### src/rtl/maxpool_unit.sv
`default_nettype none
// ============================================================================
// maxpool_unit : 2x2 stride-2 signed max-pooling over a synchronous-read buffer
// Revision     : 1.0
// ============================================================================
module maxpool_unit #(
    parameter int DATA_W    = 16,
    parameter int FM_W      = 26,
    parameter int FM_H      = 26,
    parameter int RD_ADDR_W = 10,
    parameter int WR_ADDR_W = 8
) (
    input  logic                 clk,
    input  logic                 rst_n,
    input  logic                 pool,
    output logic                 rd_en,
    output logic [RD_ADDR_W-1:0] rd_addr,
    input  logic [DATA_W-1:0]    rd_data,
    output logic                 wr_en,
    output logic [WR_ADDR_W-1:0] wr_addr,
    output logic [DATA_W-1:0]    wr_data,
    output logic                 pool_done
);

    localparam int OW = FM_W / 2;
    localparam int OH = FM_H / 2;
    localparam int CW = $clog2(OW + 1);
    localparam int RW = $clog2(OH + 1);

    localparam logic [CW-1:0]        OCOL_LAST = CW'(OW - 1);
    localparam logic [RW-1:0]        OROW_LAST = RW'(OH - 1);
    localparam logic [RD_ADDR_W-1:0] ROW_STEP  = RD_ADDR_W'(2 * FM_W);
    localparam logic [RD_ADDR_W-1:0] ROW1_INIT = RD_ADDR_W'(FM_W);

    typedef enum logic [2:0] {
        ST_IDLE  = 3'd0,
        ST_RD    = 3'd1,
        ST_DRAIN = 3'd2,
        ST_WR    = 3'd3,
        ST_DONE  = 3'd4
    } state_t;

    state_t                 state_q, state_d;
    logic [1:0]             k_q, k_d;
    logic [CW-1:0]          ocol_q, ocol_d;
    logic [RW-1:0]          orow_q, orow_d;
    logic [RD_ADDR_W-1:0]   row0_q, row0_d;   // base of window's upper row
    logic [RD_ADDR_W-1:0]   row1_q, row1_d;   // base of window's lower row
    logic [RD_ADDR_W-1:0]   col_q, col_d;     // 2*ocol
    logic [WR_ADDR_W-1:0]   wr_addr_q, wr_addr_d;
    logic [DATA_W-1:0]      max_q, max_d;
    logic                   last_win;

    always_comb begin
        last_win = (ocol_q == OCOL_LAST) && (orow_q == OROW_LAST);
    end

    always_comb begin
        state_d   = state_q;
        k_d       = k_q;
        ocol_d    = ocol_q;
        orow_d    = orow_q;
        row0_d    = row0_q;
        row1_d    = row1_q;
        col_d     = col_q;
        wr_addr_d = wr_addr_q;
        max_d     = max_q;

        case (state_q)
            ST_IDLE: begin
                if (pool) begin
                    state_d = ST_RD;
                end
            end
            ST_RD: begin
                if (!pool) begin
                    state_d = ST_IDLE;
                end else begin
                    k_d = k_q + 2'd1;
                    if (k_q == 2'd3) begin
                        state_d = ST_DRAIN;
                    end
                end
            end
            ST_DRAIN: begin
                state_d = pool ? ST_WR : ST_IDLE;
            end
            ST_WR: begin
                if (!pool) begin
                    state_d = ST_IDLE;
                end else if (last_win) begin
                    state_d = ST_DONE;
                end else begin
                    state_d   = ST_RD;
                    k_d       = 2'd0;
                    wr_addr_d = wr_addr_q + WR_ADDR_W'(1);
                    if (ocol_q == OCOL_LAST) begin
                        ocol_d = '0;
                        col_d  = '0;
                        orow_d = orow_q + RW'(1);
                        row0_d = row0_q + ROW_STEP;
                        row1_d = row1_q + ROW_STEP;
                    end else begin
                        ocol_d = ocol_q + CW'(1);
                        col_d  = col_q + RD_ADDR_W'(2);
                    end
                end
            end
            ST_DONE: begin
                if (!pool) begin
                    state_d = ST_IDLE;
                end
            end
            default: begin
                state_d = ST_IDLE;
            end
        endcase

        // Data returns one cycle after its read: k=0 lands while k=1 is issued.
        if (state_q == ST_RD && k_q == 2'd1) begin
            max_d = rd_data;
        end else if ((state_q == ST_RD && k_q[1]) || state_q == ST_DRAIN) begin
            if ($signed(rd_data) > $signed(max_q)) begin
                max_d = rd_data;
            end
        end

        // Entering IDLE (abort or finish) always restarts from window 0.
        if (state_d == ST_IDLE) begin
            k_d       = 2'd0;
            ocol_d    = '0;
            orow_d    = '0;
            row0_d    = '0;
            row1_d    = ROW1_INIT;
            col_d     = '0;
            wr_addr_d = '0;
            max_d     = '0;
        end
    end

    always_ff @(posedge clk or negedge rst_n) begin
        if (!rst_n) begin
            state_q   <= ST_IDLE;
            k_q       <= 2'd0;
            ocol_q    <= '0;
            orow_q    <= '0;
            row0_q    <= '0;
            row1_q    <= ROW1_INIT;
            col_q     <= '0;
            wr_addr_q <= '0;
            max_q     <= '0;
        end else begin
            state_q   <= state_d;
            k_q       <= k_d;
            ocol_q    <= ocol_d;
            orow_q    <= orow_d;
            row0_q    <= row0_d;
            row1_q    <= row1_d;
            col_q     <= col_d;
            wr_addr_q <= wr_addr_d;
            max_q     <= max_d;
        end
    end

    always_comb begin
        rd_en     = (state_q == ST_RD);
        rd_addr   = '0;
        if (rd_en) begin
            rd_addr = (k_q[1] ? row1_q : row0_q) + col_q
                    + {{(RD_ADDR_W-1){1'b0}}, k_q[0]};
        end
        wr_en     = (state_q == ST_WR) && pool;
        wr_addr   = wr_addr_q;
        wr_data   = (state_q == ST_WR) ? max_q : '0;
        pool_done = (state_q == ST_DONE);
    end

endmodule
`default_nettype wire

### config.mk
export PLATFORM = sky130hd
export DESIGN_NAME = maxpool_unit
export DESIGN_NICKNAME = d
export VERILOG_FILES = /design/src/rtl/maxpool_unit.sv
export SDC_FILE = /design/constraint.sdc
export NUM_CORES = 1
export LEC_CHECK = 0
export CORE_ASPECT_RATIO = 1.1
export CORE_MARGIN = 4
export CORE_UTILIZATION = 30
export DETAILED_ROUTE_END_ITERATION = 6
export PLACE_DENSITY = 0.46
export SKIP_LAST_GASP = 1
export SYNTH_ARGS = -nofsm -noshare
export SYNTH_HDL_FRONTEND = slang
export SYNTH_SLANG_ARGS = --single-unit
### constraint.sdc
create_clock -name clk -period 5.7 [get_ports clk]
set_input_delay 0.855 -clock clk [delete_from_list [all_inputs] [get_ports clk]]
set_output_delay 0.855 -clock clk [all_outputs]
set_load 0.03 [all_outputs]
; After elaboration in Yosys (flattened, before gate mapping)
; Index checks and enable logic that the tools add are counted.
[word_totals]
regBits = 67
latchBits = 0
ram_bits = 0
rom_bits = 0
in_bits = 19
out_inout_bits = 37
wordCells = 97
n_memories = 0
[op_classes]
addsub = 9
mul = 0
div_mod_pow = 0
magnitude_cmp = 1
eq_ne = 12
shifts = 0
muxes = 49
n_bitwise = 0
n_reduce_logical = 17
[op_table]
columns = op, n
row1 = $mux 10, 17
row2 = $mux 16, 5
row3 = $mux 4, 10
row4 = $mux 8, 4
row5 = $add 10x6->10 const B, 2
row6 = $mux 3, 6
row7 = $gt 16x16->1, 1
row8 = $pmux 3 s5, 1
row9 = $add 10x1->10, 1
row10 = $add 10x10->10, 1
row11 = $add 10x2->10 const B, 1
row12 = $mux 2, 5
row13 = $reduce_bool 3->1, 3
row14 = $add 4x1->4 const B, 2
row15 = $add 8x1->8 const B, 1
row16 = $eq 4x4->1 const B, 2
row17 = $reduce_and 4->1, 2
row18 = $eq 3x2->1 const B, 2
row19 = $logic_not 3->1, 2
row20 = $ne 3x3->1 const B, 2
row21 = $reduce_bool 2->1, 3
row22 = $logic_and 1x1->1, 4
row23 = $pmux 2 s2, 1
row24 = $eq 3x1->1 const B, 1
row25 = 9 further kinds, 9

; Depth between registers and ports, before layout
; Gate-level depths: netlist of the first run.
[depth]
depth_word = 8
depth_mapped = 11
ltp_nobuf = 9

; Worst setup path before layout of the first run
; Ideal clock, no wire load.
[synth_path]
path_type = register -> output
startpoint = reg k_q[1]
endpoint = out rd_addr[7]
arrival_ps = 2986
required_ps = 4845
slack_ps = 1859
path_stages_with_launch = 9
n_path_buf = 1
cell_sequence = dfrtp_1 clkbuf_1 mux2_2 ha_1 a21oi_1 o21ai_0 a2111oi_0 nor3_1 nor3b_1
[synth_via]
elab_chain_cells = 4
[synth_rtl]
columns = element, line_no
row1 = "start, declared", 44  ; logic [1:0] k_q, k_d;
row2 = "start signal, assigned", 154  ; k_q <= k_d;
row3 = $mux 10, 169  ; rd_addr = (k_q[1] ? row1_q : row0_q) + col_q
row4 = $add 10x10->10, 169
row5 = $add 10x1->10, 170  ; + {{(RD_ADDR_W-1){1'b0}}, k_q[0]};
row6 = $mux 10, 168  ; if (rd_en) begin
row7 = "end, declared", 17  ; output logic [RD_ADDR_W-1:0] rd_addr,
; No other way between the ends.

; Worst setup path in the final report of the first run
; Ends and elaborated chain as after synthesis.

==> results of run 1 <==
[cell usage after synthesis, types with 2 or more instances]
| master | n |
|---|---|
| a211oi_1 | 3 |
| nand2_1 | 28 |
| clkbuf_1 | 11 |
| dfstp_2 | 3 |
| or4b_1 | 15 |
| nor3_1 | 10 |
| xnor2_1 | 14 |
| a21oi_1 | 35 |
| buf_2 | 6 |
| dfrtp_1 | 60 |
| inv_1 | 31 |
| a21o_1 | 4 |
| mux2i_1 | 4 |
| nor2_1 | 46 |
| nand3_1 | 18 |
| nand4_1 | 5 |
| a2111oi_0 | 2 |
| ha_1 | 35 |
| or3_1 | 6 |
| a211o_1 | 2 |
| o31ai_1 | 17 |
| mux2_2 | 7 |
| buf_1 | 2 |
| o21a_1 | 2 |
| and4_1 | 3 |
| o21ai_0 | 21 |
| and3_1 | 6 |
| nor2b_1 | 4 |
| and2_1 | 18 |
| nand2b_1 | 3 |
| o41ai_1 | 4 |
| xor2_1 | 13 |
[logic make-up after synthesis]
family	synth area share, %
and+or+nand+nor	22.03
AOI/OAI and AO/OA	15.36
DFF	37.75
buffers and inverters	5.350
adders and majority gates	10.94
xor gates and xnor gates	5.649
muxes	2.839
other	0.08957
[final cells by class]
| class | instances | area share (%) |
|---|---|---|
| inverter | 33 | 2.492 |
| multi-input combinational | 347 | 46.30 |
| sequential | 63 | 30.55 |
| tap | 188 | 4.548 |
| clock inverter | 7 | 0.7741 |
| timing repair buffer | 58 | 10.98 |
| clock buffer | 9 | 4.354 |
[where the power goes]
group	switching, uW	total (uW)	leakage, uW	internal [uW]
Sequential	10.2	466	0.000863	456
Combinational	82.3	133	0.00118	50.6
Clock	205	495	0.000131	290
[cells in the final DEF (no fill, tap or decap), types with 7 or more instances in the layout]
| cell | count |
|---|---|
| nand2_1 | 28 |
| xnor2_1 | 14 |
| nor3_1 | 10 |
| xor2_1 | 13 |
| nor2_1 | 46 |
| and2_1 | 18 |
| nand3_1 | 18 |
| dfrtp_1 | 60 |
| a21oi_1 | 34 |
| mux2_2 | 7 |
| ha_1 | 35 |
| or4b_1 | 15 |
| o31ai_1 | 17 |
| clkdlybuf4s50_1 | 54 |
| inv_1 | 31 |
| o21ai_0 | 21 |
| clkbuf_16 | 9 |
[per-stage QoR]
stage	instances	util [%]	instance area (um^2)
3_3_place_gp	689	35.72	4907
5_1_grt	705	37.65	5172
3_5_place_dp	689	35.72	4907
4_1_cts	705	37.65	5172
6_report	705	37.65	5172
2_1_floorplan	464	-	4187
[routing by layer]
metal  track usage, %  up-vias  part of all wire [%]
li1                 -     1748                     -
met1            17.70     1675                    47
met2            24.23       44                    49
met3            2.275       12                   2.5
met4            5.101        0                   1.7
met5                0        -                     0
[registers in the layout, indices dropped and copies added, names as in the netlist]
signal   count
col_q        9
k_q          2
max_q       16
ocol_q       4
orow_q       4
row0_q       8
row1_q       9
state_q      3
wr_addr      8
[worst max-delay path by stage]
| stage | endpoint | slack (ns) | depth (start not counted) |
|---|---|---|---|
| 4_1_cts | rd_addr[7] | 1.13 | 8 |
| 2_1_floorplan | rd_addr[7] | 1.86 | 8 |
| 6_report | rd_addr[7] | 1.15 | 8 |
| 5_1_grt | rd_addr[7] | 0.89 | 8 |
| 3_5_place_dp | rd_addr[7] | 1.49 | 8 |
| 3_3_place_gp | rd_addr[8] | 1.51 | 9 |
==> impl_metrics.env, run 1 <==
export IMPL_critPathKind="reg2out"
export IMPL_dp_hpwl_um=7520
export IMPL_post_cts_setup_buffer_count=0
export IMPL_final_setup_tns_ns=0
export IMPL_fp_row_count=45
export IMPL_timing_reg2reg_setup_slack_ns=2.45
export IMPL_synthToLayoutAreaGrowth_pct=23.55
export IMPL_r2r_end="max_q[4]$_DFFE_PN0P_"
export IMPL_yosys_area_top_type="dfrtp_1"
export IMPL_synth_area_leaders="dfrtp_1 36%, ha_1 10%, a21oi_1 4.2%"
export IMPL_crit_fanout=12
export IMPL_finalCritPeriodShare_pct=79.75
export IMPL_grt_usage_pct=14.07
export IMPL_fill_cells=1435
export IMPL_post_drt_via_cell_ratio=4.935
export IMPL_syn_inst=464
export IMPL_antennaDiodeCount=0
export IMPL_cts_root_buffer="clkbuf_16"
export IMPL_drt_first_pass_iters=5
export IMPL_grt_pass1_vias=3632
export IMPL_die_area_um2=15910
export IMPL_fin_skew_ns=0.007161
export IMPL_drt_iter0_drc=162
export IMPL_critical_path_buf_inv_count=1
export IMPL_worstSkewPairLatency_ns=0.32
export IMPL_detail_route_antenna_nets=0
export IMPL_fmax_ghz=0.2200
export IMPL_relSlewSlack_pct=19.28
export IMPL_slowest_delay_ns=0.70
export IMPL_crit_family="compound AO/OA/AOI/OAI gates"
export IMPL_setup_viol=0
export IMPL_cp_cell_sequence="mux2_2, ha_1, a21oi_1, o21ai_0, a2111oi_0, nor3_1, nor3b_1, clkdlybuf4s50_1"
export IMPL_synth_distinct_cells=58
export IMPL_clk_pin_slew_ns=0.05
export IMPL_hp_start="row1_q[1]$_DFFE_PN1P_"
export IMPL_cts_tree="built"
export IMPL_hold_buffers=0
export IMPL_synth_area_um2=4187
export IMPL_async_flop_share_pct=100.0
export IMPL_cts_buffers=9
export IMPL_ir_worst_vdd_mv=0.1078
export IMPL_cap_violations=0
export IMPL_hold_depth=1
export IMPL_syn_area_per_cell_um2=9.023
export IMPL_core_um2=13740
export IMPL_period_needed_ns=4.546
export IMPL_place_gp_congestion=0.7714
export IMPL_synth_yosys_warnings=0
export IMPL_powerDensity_nw_per_um2=211.6
export IMPL_hp_class="reg2reg"
export IMPL_worstMarginPinSlew_ns=1.211
export IMPL_wirelength_um=10720
export IMPL_post_place_ws_ns=1.495
export IMPL_cp_end_kind="primary output"
export IMPL_ys_ff_latch=63
export IMPL_io_buffers=55
export IMPL_fp_dieW_um=120.6
export IMPL_r2r_start="max_q[15]$_DFFE_PN0P_"
export IMPL_syn_nets=519
export IMPL_start_util_pct=30.47
export IMPL_synth_edf_count=0
export IMPL_drive_gt1_share_pct=6.963
export IMPL_yosysTopAreaCellShare_pct=35.86
export IMPL_cts_max_path_buffers=2
export IMPL_p_leak_uw=0.002171
export IMPL_cts_resized=0
export IMPL_io_pins=56
export IMPL_slew_viol_final=0
export IMPL_drc_errors=0
export IMPL_hold_violations=0
export IMPL_multi_input_area_um2=2395
export IMPL_die_h_um=131.9
export IMPL_synth_seq_area_share_pct=37.75
export IMPL_critPathLaunch="k_q[1]$_DFFE_PN0P_"
export IMPL_ys_flop_type="dfrtp_1"
export IMPL_cp_arrival_ns=3.69
export IMPL_slowest_stage="clkdlybuf4s50_1"
export IMPL_status="complete, no violations"
export IMPL_wl_per_cell_um=15.21
export IMPL_required_ns=4.85
export IMPL_p_total_uw=1095
export IMPL_fin_nets=567
export IMPL_cts_htree_levels=3
export IMPL_vias=3479
export IMPL_hold_path_endpoint="row1_q[1]$_DFFE_PN1P_"
export IMPL_startpoint_type="register"
export IMPL_grt_max_degree=64
export IMPL_hold_ws_ns=0.5059
export IMPL_rsz0062_at_grt="false"
export IMPL_cts_num_sinks=63
export IMPL_antenna_found_initial=0
export IMPL_r2r_cells=7
export IMPL_worst_slack_ns=1.154
export IMPL_grt_first_pass_wirelength_um=18280
export IMPL_overflow=0
export IMPL_seq_area_um2=1580
Note: power is estimated with default switching activity, not from simulation.
==> run 2, diff against run 1 <==
==> constraint.sdc (replaced) <==
create_clock -name clk -period 4.71 [get_ports clk]
set_input_delay 0.7065 -clock clk [delete_from_list [all_inputs] [get_ports clk]]
set_output_delay 0.7065 -clock clk [all_outputs]
set_load 0.03 [all_outputs]
==> run 2 against run 1 <==
  * Critical endpoint unchanged
  * Sequential power rose by 21%
  * Routed wire length decreased by 1.4%
  * Setup slack lost 0.74 ns
  * Total power up 24%
  * Critical path depth unchanged
  * Clock power increased by 28%
  * Via count rose by 0.83%
  * Sequential share of layout area is 0.25 points lower
  * Cell count grew 0.43%
==> impl_metrics.env, run 2 (synthesized netlist as in run 1, its figures left out) <==
export IMPL_cp_end_kind="primary output"
export IMPL_final_cell_mix="60 x dfrtp_1, 54 x clkdlybuf4s50_1, 46 x nor2_1, 35 x ha_1, 34 x a21oi_1"
export IMPL_core_um2=13740
export IMPL_cts_max_path_buffers=2
export IMPL_slowest_delay_ns=0.70
export IMPL_hold_ws_ns=0.5007
export IMPL_post_drt_via_cell_ratio=4.955
export IMPL_cp_arrival_ns=3.58
export IMPL_p_total_uw=1360
export IMPL_status="complete, no violations"
export IMPL_required_ns=4.00
export IMPL_synthToLayoutAreaGrowth_pct=24.57
export IMPL_r2r_cells=9
export IMPL_setup_viol=0
export IMPL_drt_iter0_drc=195
export IMPL_p_leak_uw=0.002197
export IMPL_cts_root_buffer="clkbuf_16"
export IMPL_drive_gt1_share_pct=6.923
export IMPL_hp_class="reg2reg"
export IMPL_antennaDiodeCount=0
export IMPL_cap_violations=0
export IMPL_fmax_ghz=0.2330
export IMPL_start_util_pct=30.47
export IMPL_p_seq_share_pct=41.5
export IMPL_grt_max_degree=43
export IMPL_dp_hpwl_um=7528
export IMPL_grt_pass1_vias=3521
export IMPL_wl_per_cell_um=14.93
export IMPL_finalCritPeriodShare_pct=91.11
export IMPL_overflow=0
export IMPL_die_h_um=131.9
export IMPL_powerDensity_nw_per_um2=260.8
export IMPL_drt_first_pass_iters=4
export IMPL_io_pins=56
export IMPL_grt_first_pass_wirelength_um=17920
export IMPL_slew_viol_final=0
export IMPL_rsz0062_at_grt="false"
export IMPL_fin_nets=571
export IMPL_cts_buffers=9
export IMPL_final_common_cell="dfrtp_1"
export IMPL_relSlewSlack_pct=39.06
export IMPL_grt_usage_pct=13.96
export IMPL_slowest_stage="clkdlybuf4s50_1"
export IMPL_startpoint_type="register"
export IMPL_worstSkewPairLatency_ns=0.33
export IMPL_cts_num_sinks=63
export IMPL_period_needed_ns=4.291
export IMPL_hold_depth=1
export IMPL_pwr_share_comb_pct=11.8
export IMPL_fp_dieW_um=120.6
export IMPL_final_setup_tns_ns=0
export IMPL_cts_htree_levels=3
export IMPL_fp_row_count=45
export IMPL_clk_pin_slew_ns=0.05
export IMPL_detail_route_antenna_nets=0
export IMPL_crit_fanout=12
export IMPL_drc_errors=0
export IMPL_antenna_found_initial=0
export IMPL_cts_tree="built"
export IMPL_post_cts_setup_buffer_count=0
export IMPL_critPathKind="reg2out"
export IMPL_fin_skew_ns=0.004898
export IMPL_power_internal_uw=1013
export IMPL_reg_top3="max_q: 16 flops, col_q: 9 flops, row1_q: 9 flops"
export IMPL_vias=3508
export IMPL_place_gp_congestion=0.7927
export IMPL_p_sw_share_pct=25.54
export IMPL_io_buffers=55
export IMPL_cts_resized=0
export IMPL_die_area_um2=15910
export IMPL_clkPwrFrac_pct=46.7
export IMPL_wirelength_um=10570
export IMPL_cp_cell_sequence="mux2_2, ha_1, a21oi_1, o21ai_0, a2111oi_0, nor3_1, nor3b_1, clkdlybuf4s50_1"
export IMPL_hold_violations=0
export IMPL_hold_buffers=0
export IMPL_ir_worst_vdd_mv=0.1572
export IMPL_switching_power_uw=347.4
export IMPL_largest_register="max_q"
export IMPL_largest_reg_flops=16
export IMPL_worstMarginPinSlew_ns=0.9141
## run 2: cell types whose count changed in the layout (fill, tap and decap cells not counted)
cell / before / now
clkbuf_1: 0 / 3
buf_4: 3 / 7
clkbuf_8: 0 / 3
clkinv_2: 5 / 0
clkinvlp_4: 2 / 0
## run 2: per-stage QoR
| stage | utilization (%) | area, um^2 | setup WS, ns | cells |
|---|---|---|---|---|
| finish | 37.96 | 5215 | 0.4187 | 708 |
| global route | 37.96 | 5215 | 0.1500 | 708 |
| CTS | 37.96 | 5215 | 0.4204 | 708 |
| detailed placement | 35.94 | 4937 | 0.7916 | 693 |
| global placement | 35.94 | 4937 | 0.8260 | 693 |
| floorplan | - | 4187 | 1.017 | 464 |
## run 2: final timing paths
check	from	end	slack, ns
min in group asynchronous	rst_n	state_q[2]$_DFF_PN0_	0.51
worst max register to register	max_q[15]$_DFFE_PN0P_	max_q[15]$_DFFE_PN0P_	1.90
worst min-delay path	col_q[9]$_DFFE_PN0P_	col_q[9]$_DFFE_PN0P_	0.50
max in group asynchronous	rst_n	row1_q[3]$_DFFE_PN1P_	3.24
worst min register to register	col_q[9]$_DFFE_PN0P_	col_q[9]$_DFFE_PN0P_	0.50
worst max-delay path	k_q[1]$_DFFE_PN0P_	rd_addr[7]	0.42
## run 2: final cells by class
| class | instances | area [um^2] |
|---|---|---|
| tap | 188 | 235.2 |
| fill | 1411 | 8523 |
| inverter | 33 | 128.9 |
| multi-input combinational | 347 | 2395 |
| sequential | 63 | 1580 |
| clock buffer | 15 | 277.8 |
| timing repair buffer | 62 | 598.1 |
## run 2: critical path: cells and delay by family, from the launching register on
kind                       cells  cell delay, ns
adders and majority gates      1            0.30
AOI/OAI and AO/OA              3            0.93
DFF                            1            0.60
and+or+nand+nor                2            0.33
muxes                          1            0.39
buffers and inverters          1            0.70
## run 2: routing by layer
metal  up-vias  wire length [um]  track usage [%]
met1      1673              4867            17.75
li1       1761                 -                -
met2        57              5105            22.68
met5         -                 0                0
met4         0               204            5.856
met3        17               395            3.262
## run 2: power groups by stage
stage	Combinational (uW)	Sequential (uW)	Clock, uW
floorplan	103	568	0
global placement	162	573	0
detailed placement	162	573	0
CTS	164	564	658
global route	181	565	678
finish	161	564	636
